[config.mk]
export PLATFORM = sky130hd
export DESIGN_NAME = serial_adder
export DESIGN_NICKNAME = d
export VERILOG_FILES = /design/src/rtl/serial_adder.sv
export SDC_FILE = /design/constraint.sdc
export NUM_CORES = 1
export LEC_CHECK = 0
export CORE_UTILIZATION = 45
export CTS_CLUSTER_DIAMETER = 50
export DETAILED_ROUTE_END_ITERATION = 16
export GPL_TIMING_DRIVEN = 0
export PLACE_DENSITY = 0.7
export SLEW_MARGIN = 15
export SYNTH_ARGS = -nofsm -noshare
export SYNTH_HDL_FRONTEND = slang
export SYNTH_SLANG_ARGS = --single-unit
[constraint.sdc]
create_clock -name IN_CLK -period 1.6 [get_ports IN_CLK]
set_input_delay 0.16 -clock IN_CLK [delete_from_list [all_inputs] [get_ports IN_CLK]]
set_output_delay 0.16 -clock IN_CLK [all_outputs]
set_load 0.01 [all_outputs]
[src/rtl/serial_adder.sv]
// Bit-serial adder/subtractor, LSB first, one bit per clock.
// Result, carry and signed overflow are held until the next operation completes.
module serial_adder #(
   parameter int WIDTH = 8
) (
   input  logic             IN_CLK,
   input  logic             IN_RST,
   input  logic             IN_START,
   input  logic             IN_SUB,
   input  logic [WIDTH-1:0] IN_A,
   input  logic [WIDTH-1:0] IN_B,
   input  logic             IN_CIN,
   output logic [WIDTH-1:0] O_SUM,
   output logic             O_COUT,
   output logic             O_OVF,
   output logic             O_BUSY,
   output logic             O_DONE
);

   localparam int CW = $clog2(WIDTH + 1);
   localparam logic [CW-1:0] LAST = CW'(WIDTH - 1);

   typedef enum logic [1:0] {
      S_IDLE,
      S_SHIFT,
      S_DONE
   } state_t;

   state_t           r_state;
   state_t           w_next;
   logic [WIDTH-1:0] r_a;
   logic [WIDTH-1:0] r_b;
   logic [WIDTH-1:0] r_res;
   logic             r_carry;
   logic [CW-1:0]    r_cnt;

   logic w_accept;
   logic w_last;
   logic w_hs1_s;
   logic w_hs1_c;
   logic w_hs2_c;
   logic w_s;
   logic w_c;

   // Full adder from two half-adder stages.
   assign w_hs1_s = r_a[0] ^ r_b[0];
   assign w_hs1_c = r_a[0] & r_b[0];
   assign w_s     = w_hs1_s ^ r_carry;
   assign w_hs2_c = w_hs1_s & r_carry;
   assign w_c     = w_hs1_c | w_hs2_c;

   assign w_accept = IN_START && (r_state != S_SHIFT);
   assign w_last   = (r_state == S_SHIFT) && (r_cnt == LAST);

   assign O_BUSY = (r_state == S_SHIFT);
   assign O_DONE = (r_state == S_DONE);

   always_ff @(posedge IN_CLK or posedge IN_RST) begin
      if (IN_RST) begin
         r_state <= S_IDLE;
      end else begin
         r_state <= w_next;
      end
   end

   always_comb begin
      w_next = r_state;
      unique case (r_state)
         S_IDLE: begin
            if (IN_START) w_next = S_SHIFT;
         end
         S_SHIFT: begin
            if (r_cnt == LAST) w_next = S_DONE;
         end
         S_DONE: begin
            w_next = IN_START ? S_SHIFT : S_IDLE;
         end
         default: w_next = S_IDLE;
      endcase
   end

   always_ff @(posedge IN_CLK or posedge IN_RST) begin
      if (IN_RST) begin
         r_a     <= '0;
         r_b     <= '0;
         r_res   <= '0;
         r_carry <= 1'b0;
         r_cnt   <= '0;
         O_SUM   <= '0;
         O_COUT  <= 1'b0;
         O_OVF   <= 1'b0;
      end else if (w_accept) begin
         r_a     <= IN_A;
         r_b     <= IN_SUB ? ~IN_B : IN_B;
         r_carry <= IN_SUB ? 1'b1 : IN_CIN;
         r_cnt   <= '0;
      end else if (r_state == S_SHIFT) begin
         r_a     <= r_a >> 1;
         r_b     <= r_b >> 1;
         r_res   <= {w_s, r_res[WIDTH-1:1]};
         r_carry <= w_c;
         r_cnt   <= r_cnt + 1'b1;
         // On the last bit r_carry is the carry into the MSB.
         if (w_last) begin
            O_SUM  <= {w_s, r_res[WIDTH-1:1]};
            O_COUT <= w_c;
            O_OVF  <= r_carry ^ w_c;
         end
      end
   end

endmodule

-- Yosys cells after proc, flatten, opt, wreduce, memory -nomap -nowiden
Cells that the tools add are included.
W data, S select, Z words.
- add/sub/neg operators: 1
- equality and inequality tests: 6
- mux-type cells: 14
- bitwise logic cells: 8
- reduce and logical (&&, ||, !) cells: 7
- operator list (cell ; count):
    $mux W8 ; 5
    $mux W4 ; 2
    $not A8 Y8 ; 1
    $pmux W2 S3 ; 1
    $add A4 B1 Y4 const B ; 1
    $eq A4 B3 Y1 const B ; 1
    $mux W1 ; 4
    $mux W2 ; 2
    $ne A2 B1 Y1 const B ; 2
    $reduce_and A2 Y1 ; 2
    $reduce_and A3 Y1 ; 1
    $xor A1 B1 Y1 ; 3
    $and A1 B1 Y1 ; 2
    $eq A2 B1 Y1 const B ; 1
    $eq A2 B2 Y1 const B ; 1
    $logic_and A1 B1 Y1 ; 2
    $logic_not A2 Y1 ; 1
    $ne A2 B2 Y1 const B ; 1
    $reduce_bool A2 Y1 ; 1
    $not A1 Y1 ; 1
    $or A1 B1 Y1 ; 1
- bits in registers: 41
- output and inout bits: 12
- word-level logic and storage cells: 45

-- Depth between registers and ports, before layout
Gate-level depths: netlist of the first run.
- depth after elaboration: 5
- gate-level depth with buffers: 5

-- Worst setup path after synthesis of the first run
No wires, ideal clock.
- path type: register to register
- from: register r_cnt[0]
- to: register O_COUT
- setup time: 125 ps
- data arrival time: 1237 ps
- required time: 1475 ps
- path slack: 239 ps
- stages on the path, launching flop included: 6
- buffers on the path: 1
- path through: dfrtp_1 -> ha_1 -> nand2_1 -> nor3_4 -> buf_6 -> mux2_2
- longest elaborated chain between the ends: 3
- ends and longest elaborated chain (what ; RTL line ; text):
    start: declaration ; 35 ; logic [CW-1:0] r_cnt;
    start signal: assignment ; 102 ; r_cnt <= r_cnt + 1'b1;
    $eq A4 B3 Y1 ; 53 ; assign w_last = (r_state == S_SHIFT) && (r_cnt == LAST);
    $logic_and A1 B1 Y1 ; 53 ;
    $reduce_and A3 Y1 (no source line) ; n/a ;
    end signal: assignment ; 106 ; O_COUT <= w_c;
    end: declaration ; 14 ; output logic O_COUT,
Every way passes these cells.
A chain may end at the register's enable or synchronous reset.

-- Worst setup path after layout of the first run
- from: register r_state[0]
- to: output port O_DONE
- longest elaborated chain between the ends: 1
- ends and longest elaborated chain (what ; RTL line ; text):
    start: declaration ; 29 ; state_t r_state;
    start signal: assignment ; 62 ; r_state <= w_next;
    $eq A2 B2 Y1 ; 56 ; assign O_DONE = (r_state == S_DONE);
    end: declaration ; 17 ; output logic O_DONE
Every way passes these cells.

==> summary.txt, run 1 <==
Timing
  – Post-route setup TNS: 0 ns
  – Clock period minus final worst setup slack: 1.53 ns
  – Worst Skew: 0.00485 ns
  – WHS: 0.0737 ns
  – Final setup violation count: 0
  – Final worst path period share: 0.959
  – Final Hold Fails: 0
  – Setup slack after layout: about 0.065 ns
  – Least-Margin Pin Slew: 0.390 ns
  – Worst slew margin relative to its limit: 0.740
  – Final Max Slew Viols: 0
  – Unrepaired setup endpoints after global routing: no
  – Fmax: 652 MHz

Routing
  – Final ANT Viol Nets: 0
  – Vias: 1292
  – Via count normalized by instance count: ~5.2
  – WL/cell: roughly 14 um
  – Residual DRC count: 0
  – First-pass iteration count of the detailed router: 5
  – First DRT Iteration DRCs: 64
  – Post-Route WL: 3.39 mm

Global route
  – Global-route wire length before repair: 5.80 mm
  – Overflow left after global routing: 0
  – Number of antenna violations at the first check in global routing: 0
  – Largest net degree at the start of global routing: 35
  – Number of global-route vias before repair: 1293
  – GRT Total Usage: 0.183

Power
  – Leak pwr: approximately 1.1 nW
  – VDD IR-drop max: 1140 uV
  – Overall power of the completed layout: 4.11 mW
  – Power per cell area: roughly 1800 mW/mm^2

Clock network
  – TritonCTS clock tree: yes
  – Total number of H-tree levels: 2
  – Clock latency on the worst-skew pair: 0.29 ns
  – Clock sink count: 40
  – Cell at the root of the clock tree: clkbuf_8
  – Register clock-pin slew on the reported worst setup and hold paths: 0.08 ns
  – Clock Tree Buf Depth: 2
  – Number of CTS-inserted buffers: 5

Critical path
  – Critical Setup Path Class: register to output port
  – Biggest fanout along the worst timing path: 2
  – Critical path launch point: r_state[0]
  – Reg-to-Reg Start: r_cnt[0]
  – Endpoint arrival time on the critical path: 1.37 ns
  – Required @ worst endpoint: 1.44 ns
  – Internal reg-to-reg setup slack: 0.10 ns
  – CP Launch Type: register
  – Crit end category: output port

Floorplanning
  – Die height: 65.3 um
  – Number of primary I/O pins: 33
  – Starting density of the core: 0.481
  – Area enclosed by the die boundary: 0.00426 mm^2
  – Placeable Area: 0.00374 mm^2
  – Number of rows created at floorplan: 22
  – Horizontal extent of the die: 65.3 um

Synth
  – Cell count after synthesis: 163
  – Multiplexer fraction of the synthesized cell area: 0.158
  – Per-instance average area after synthesis: 11.0 um^2
  – Number of distinct library cells after synthesis: 24
  – Largest family of logic cells by synthesized area: multiplexers
  – Simple-Gate Fraction of Synth Area: 0.126
  – Flip-flop and latch count after synthesis: 40
  – Compound-cell area share of the yosys netlist: 0.0639
  – Post-Synth XOR/XNOR Area: 0.0438
  – Adder-cell share of the synthesized area: 0.0181
  – Net count after synthesis: 186
  – Post-synthesis sequential area ratio: 0.556
  – Post-Synthesis Cell Area: 0.00180 mm^2
  – Yosys synthesis warning count: 0

Placement
  – Gp weighted congestion: around 0.74
  – Detailed-placement wirelength estimate: 2.48 mm
  – Pre-CTS WS: -0.0675 ns
  – Count of input and output buffers: 30

Cells and area
  – Share of layout cells above drive strength 1: 0.158
  – Count of fill cells added during filler insertion: 319
  – # diodes: 0
  – Number of nets in the layout: 224
  – Area growth from synthesis to final layout: 28.4%

Job
  – Max-capacitance violation count: 0

Run status
  – Run status: completed

Hold path
  – Worst min-delay path category: primary input to async pin
-- logic make-up (layout without fill, tap and decap cells) --
logic type               Yosys count  count (layout)
AND/OR/NAND/NOR                   51              51
flip-flops                        40              40
multiplexers                      27              27
AO/OA/AOI/OAI                     22              22
buffers and inverters             12              51
XOR/XNOR                           9               9
adder cells (fa/ha/maj)            2               2
-- critical path: stages (launching register included) --
cell	delay, ns
dfrtp_1	0.39
and2b_1	0.19
clkdlybuf4s50_1	0.52
-- routing by layer --
metal | GRT usage | routed length (um)
met1 | 0.225 | 1520
met2 | 0.312 | 1730
met3 | 0.0573 | 114
met4 | 0.0408 | 29
met5 | 0 | 0
-- placed cells by master (no fill, tap or decap), types with 2 or more instances in the layout --
cell              n
buf_2             6
clkbuf_8          6
clkdlybuf4s50_1  29
dfrtp_1          40
mux2_2           11
mux2i_1          16
nand2_1          40
nand3_1           4
nor2_1            2
o21ai_0          19
xor2_1            8
-- area by class of cell --
type	count	area, um^2	share of cell area
plain buffers	8	45.0	0.0195
clock buffers	6	82.6	0.0357
clock inverters	2	38.8	0.0168
inverters	3	18.8	0.00812
multi-input cells	111	738	0.319
flip-flops and latches	40	1000	0.433
well taps	48	60.1	0.0260
repair buffers	32	327	0.141
-- stage by stage --
| step | utilization | std cells | cell area [um^2] |
|---|---|---|---|
| after floorplan | - | 163 | 1800 |
| after global placement | 0.577 | 241 | 2160 |
| after detailed placement | 0.583 | 242 | 2180 |
| after CTS | 0.617 | 250 | 2310 |
| after global routing | 0.617 | 250 | 2310 |
| final | 0.617 | 250 | 2310 |
-- state kept, by name, indices dropped and copies added (netlist names) --
register / flops
O_SUM: 8
r_a: 8
r_b: 8
r_res: 7
r_cnt: 4
r_state: 2
O_COUT: 1
O_OVF: 1
r_carry: 1
-- synthesized netlist by cell type --
master | count | area share
a211oi_1 | 1 | 0.0042
a21oi_1 | 1 | 0.0028
and2b_1 | 1 | 0.0042
buf_2 | 7 | 0.019
buf_6 | 1 | 0.0063
clkbuf_1 | 1 | 0.0021
dfrtp_1 | 40 | 0.56
fa_1 | 1 | 0.011
ha_1 | 1 | 0.0069
inv_1 | 2 | 0.0042
inv_2 | 1 | 0.0021
mux2_2 | 11 | 0.069
mux2i_1 | 16 | 0.089
nand2_1 | 40 | 0.083
nand2b_4 | 1 | 0.0076
nand3_1 | 4 | 0.011
nand3b_1 | 1 | 0.0042
nor2_1 | 2 | 0.0042
nor3_1 | 1 | 0.0028
nor3_4 | 1 | 0.0090
o21a_1 | 1 | 0.0042
o21ai_0 | 19 | 0.053
xnor2_1 | 1 | 0.0049
xor2_1 | 8 | 0.039
-- final timing paths --
path / end / cells after the start
setup / recovery: O_DONE / 2
hold / removal: O_SUM[4] / 2
setup reg to reg: O_SUM[2] / 5
hold reg to reg: r_res[1] / 2
max in group asynchronous: r_b[4] / 3
min in group IN_CLK: r_b[7] / 2
-- report_power, final --
part           switching (mW)  internal [mW]
Clock                   0.342          0.510
Sequential              0.291           1.46
Combinational           0.759          0.749
-- timing repair --
| item | 4_1_cts | 5_1_grt |
|---|---|---|
| setup endpoints to repair | 2 | 0 |
| hold buffers | 0 | 0 |
| gates resized for setup | 4 | 0 |
| setup buffers | 1 | 0 |
Note: power is estimated with default switching activity, not from simulation.
==> run 2, diff against run 1 <==
- ABC_CLOCK_PERIOD_IN_PS: not set -> 1300
- CTS_BUF_LIST: not set -> sky130_fd_sc_hd__clkbuf_16
- PLACE_DENSITY: 0.7 -> 0.73
- clock period: 1.6 -> 1.3 ns (I/O delays scaled with it)
==> summary.txt, run 2 (synthesis results as in run 1) <==
Hold path
  – Worst min-delay path category: primary input to async pin

Cells and area
  – Number of nets in the layout: 232
  – Commonest non-fill, non-tap cell in the layout: dfrtp_1
  – Registers with the most flip-flops: O_SUM: 8 flops, r_a: 8 flops, r_b: 8 flops
  – Area growth from synthesis to final layout: 36.6%
  – Post-layout instance area: ~0.0025 mm^2
  – Commonest cells after routing, fill and taps aside: dfrtp_1, nand2_1, o21ai_0
  – Share of layout cells above drive strength 1: 0.211
  – # diodes: 0
  – Final Util: 0.657

Floorplanning
  – Placeable Area: approximately 0.0037 mm^2
  – Number of primary I/O pins: 33
  – Horizontal extent of the die: between 60 and 70 um
  – Area enclosed by the die boundary: 0.00426 mm^2
  – Number of rows created at floorplan: 22
  – Starting density of the core: 0.481
  – Die height: 65.3 um

Timing
  – Unrepaired setup endpoints after global routing: yes
  – Final Max Slew Viols: 0
  – Final worst path period share: 1.09
  – Worst slew margin relative to its limit: 0.742
  – Clock period minus final worst setup slack: about 1.4 ns
  – Final Hold Fails: 0
  – Setup slack after layout: -0.116 ns
  – Worst Skew: 0.00545 ns
  – WHS: 0.149 ns
  – Final setup violation count: 9
  – Fmax: slightly above 700 MHz
  – Least-Margin Pin Slew: 0.386 ns

Power
  – Overall power of the completed layout: around 5.5 mW
  – Internal power: 3.62 mW
  – Leak pwr: 1.21 nW
  – Share of total power in the clock network: 0.209
  – Combinational Power Share: 0.393
  – Switching share of power: 0.337
  – Net switching power of the design: 1.84 mW
  – VDD IR-drop max: 1230 uV
  – Power per cell area: 2220 mW/mm^2
  – Flop pwr share: 0.398

Global route
  – Largest net degree at the start of global routing: 26
  – GRT Total Usage: 0.199
  – Global-route wire length before repair: 6.34 mm
  – Number of antenna violations at the first check in global routing: 0
  – Overflow left after global routing: 0
  – Number of global-route vias before repair: approximately 1400

Clock network
  – Register clock-pin slew on the reported worst setup and hold paths: ~0.06 ns
  – Clock sink count: 40
  – Cell at the root of the clock tree: clkbuf_16
  – Total number of H-tree levels: 2
  – Clock Tree Buf Depth: 2
  – TritonCTS clock tree: yes
  – Clock latency on the worst-skew pair: 0.28 ns
  – Number of CTS-inserted buffers: 5

Critical path
  – CP Launch Type: register
  – Critical Setup Path Class: register to register
  – Crit end category: register
  – Biggest fanout along the worst timing path: 5
  – Worst stage delay on the critical path: roughly 0.35 ns
  – Endpoint arrival time on the critical path: 1.58 ns
  – CP max stage cell: dfrtp_1
  – Chain of cells forming the critical path: ha_2 -> nand2_2 -> nor3_4 -> buf_6 -> mux2_4
  – Required @ worst endpoint: 1.46 ns

Routing
  – Via count normalized by instance count: roughly 5.2
  – First DRT Iteration DRCs: 63
  – First-pass iteration count of the detailed router: 4
  – WL/cell: 14.3 um
  – Vias: 1330
  – Post-Route WL: 3.69 mm
  – Residual DRC count: 0
  – Final ANT Viol Nets: 0

Run status
  – Failing checks: negative setup slack
  – Run status: finished with violations

Placement
  – Post-Place Cell Area: around 0.0022 mm^2
  – Count of input and output buffers: 30
  – Gp weighted congestion: 0.773
  – Pre-CTS WS: -0.314 ns
  – Detailed-placement wirelength estimate: approximately 2.5 mm

Job
  – Max-capacitance violation count: 0
## run 2: changes by cell type in the layout (fill, tap and decap cells not counted), moves of 2 or more
cell and delta:
clkdlybuf4s50_1 -11, mux2_2 -9, mux2_4 +9, buf_4 +6, clkbuf_8 -6, dlymetal6s2s_1 +6
clkbuf_16 +5, dlygate4sd2_1 +3, buf_6 +2
## run 2: worst max-delay path, delay by kind of cell, from the launching register on
family	cells	cell delay, ns
fa+ha+maj	1	0.19
buf+inv	1	0.18
flops	1	0.35
mux	1	0.30
simple gates	2	0.27
## run 2: power by group through the flow
stage	clock network, mW	logic, mW	registers (mW)
final	1.14	2.15	2.17
after global routing	1.22	2.40	2.24
after CTS	1.16	2.07	2.17
after detailed placement	0	1.86	2.19
after global placement	0	1.78	2.15
after floorplan	0	1.10	2.18
## run 2: path summary, 6_finish.rpt
kind / from / endpoint / slack, ns / cells past startpoint
min in group IN_CLK: IN_START / r_b[7] / 0.26 / 2
setup reg to reg: r_cnt[0] / O_COUT / -0.12 / 5
max in group asynchronous: IN_RST / r_b[2] / 0.70 / 3
setup / recovery: r_cnt[0] / O_COUT / -0.12 / 5
hold / removal: IN_RST / O_OVF / 0.15 / 2
hold reg to reg: r_a[7] / r_a[6] / 0.48 / 2
## run 2: cell type report
class / instances / area (um^2)
Tap cell: 48 / 60.1
Buffer: 9 / 61.3
Clock inverter: 2 / 12.5
Clock buffer: 5 / 125
Timing Repair Buffer: 39 / 403
Sequential cell: 40 / 1000
Multi-Input combinational cell: 111 / 779
Fill cell: 293 / 1280
Inverter: 3 / 16.3
## run 2: repair_timing
item,in CTS,in global routing
cloned,1,0
endpoints found under the setup margin,25,28
hold buffers,0,0
gates resized for setup,22,13
setup buffers,4,3
## run 2: metal layers
| layer | up-vias | global-route usage | routed length (um) |
|---|---|---|---|
| met1 | 656 | 0.273 | 1630 |
| met4 | 0 | 0.0870 | 88 |
| li1 | 634 | - | - |
| met5 | - | 0 | 0 |
| met3 | 9 | 0.0417 | 129 |
| met2 | 31 | 0.304 | 1830 |
## run 2: per-stage QoR
step,TNS (ns),instances
global placement,-22.05,241
floorplan,-0.421,163
CTS,-1.10,254
detailed placement,-1.83,242
global route,-1.65,257
finish,-0.936,257
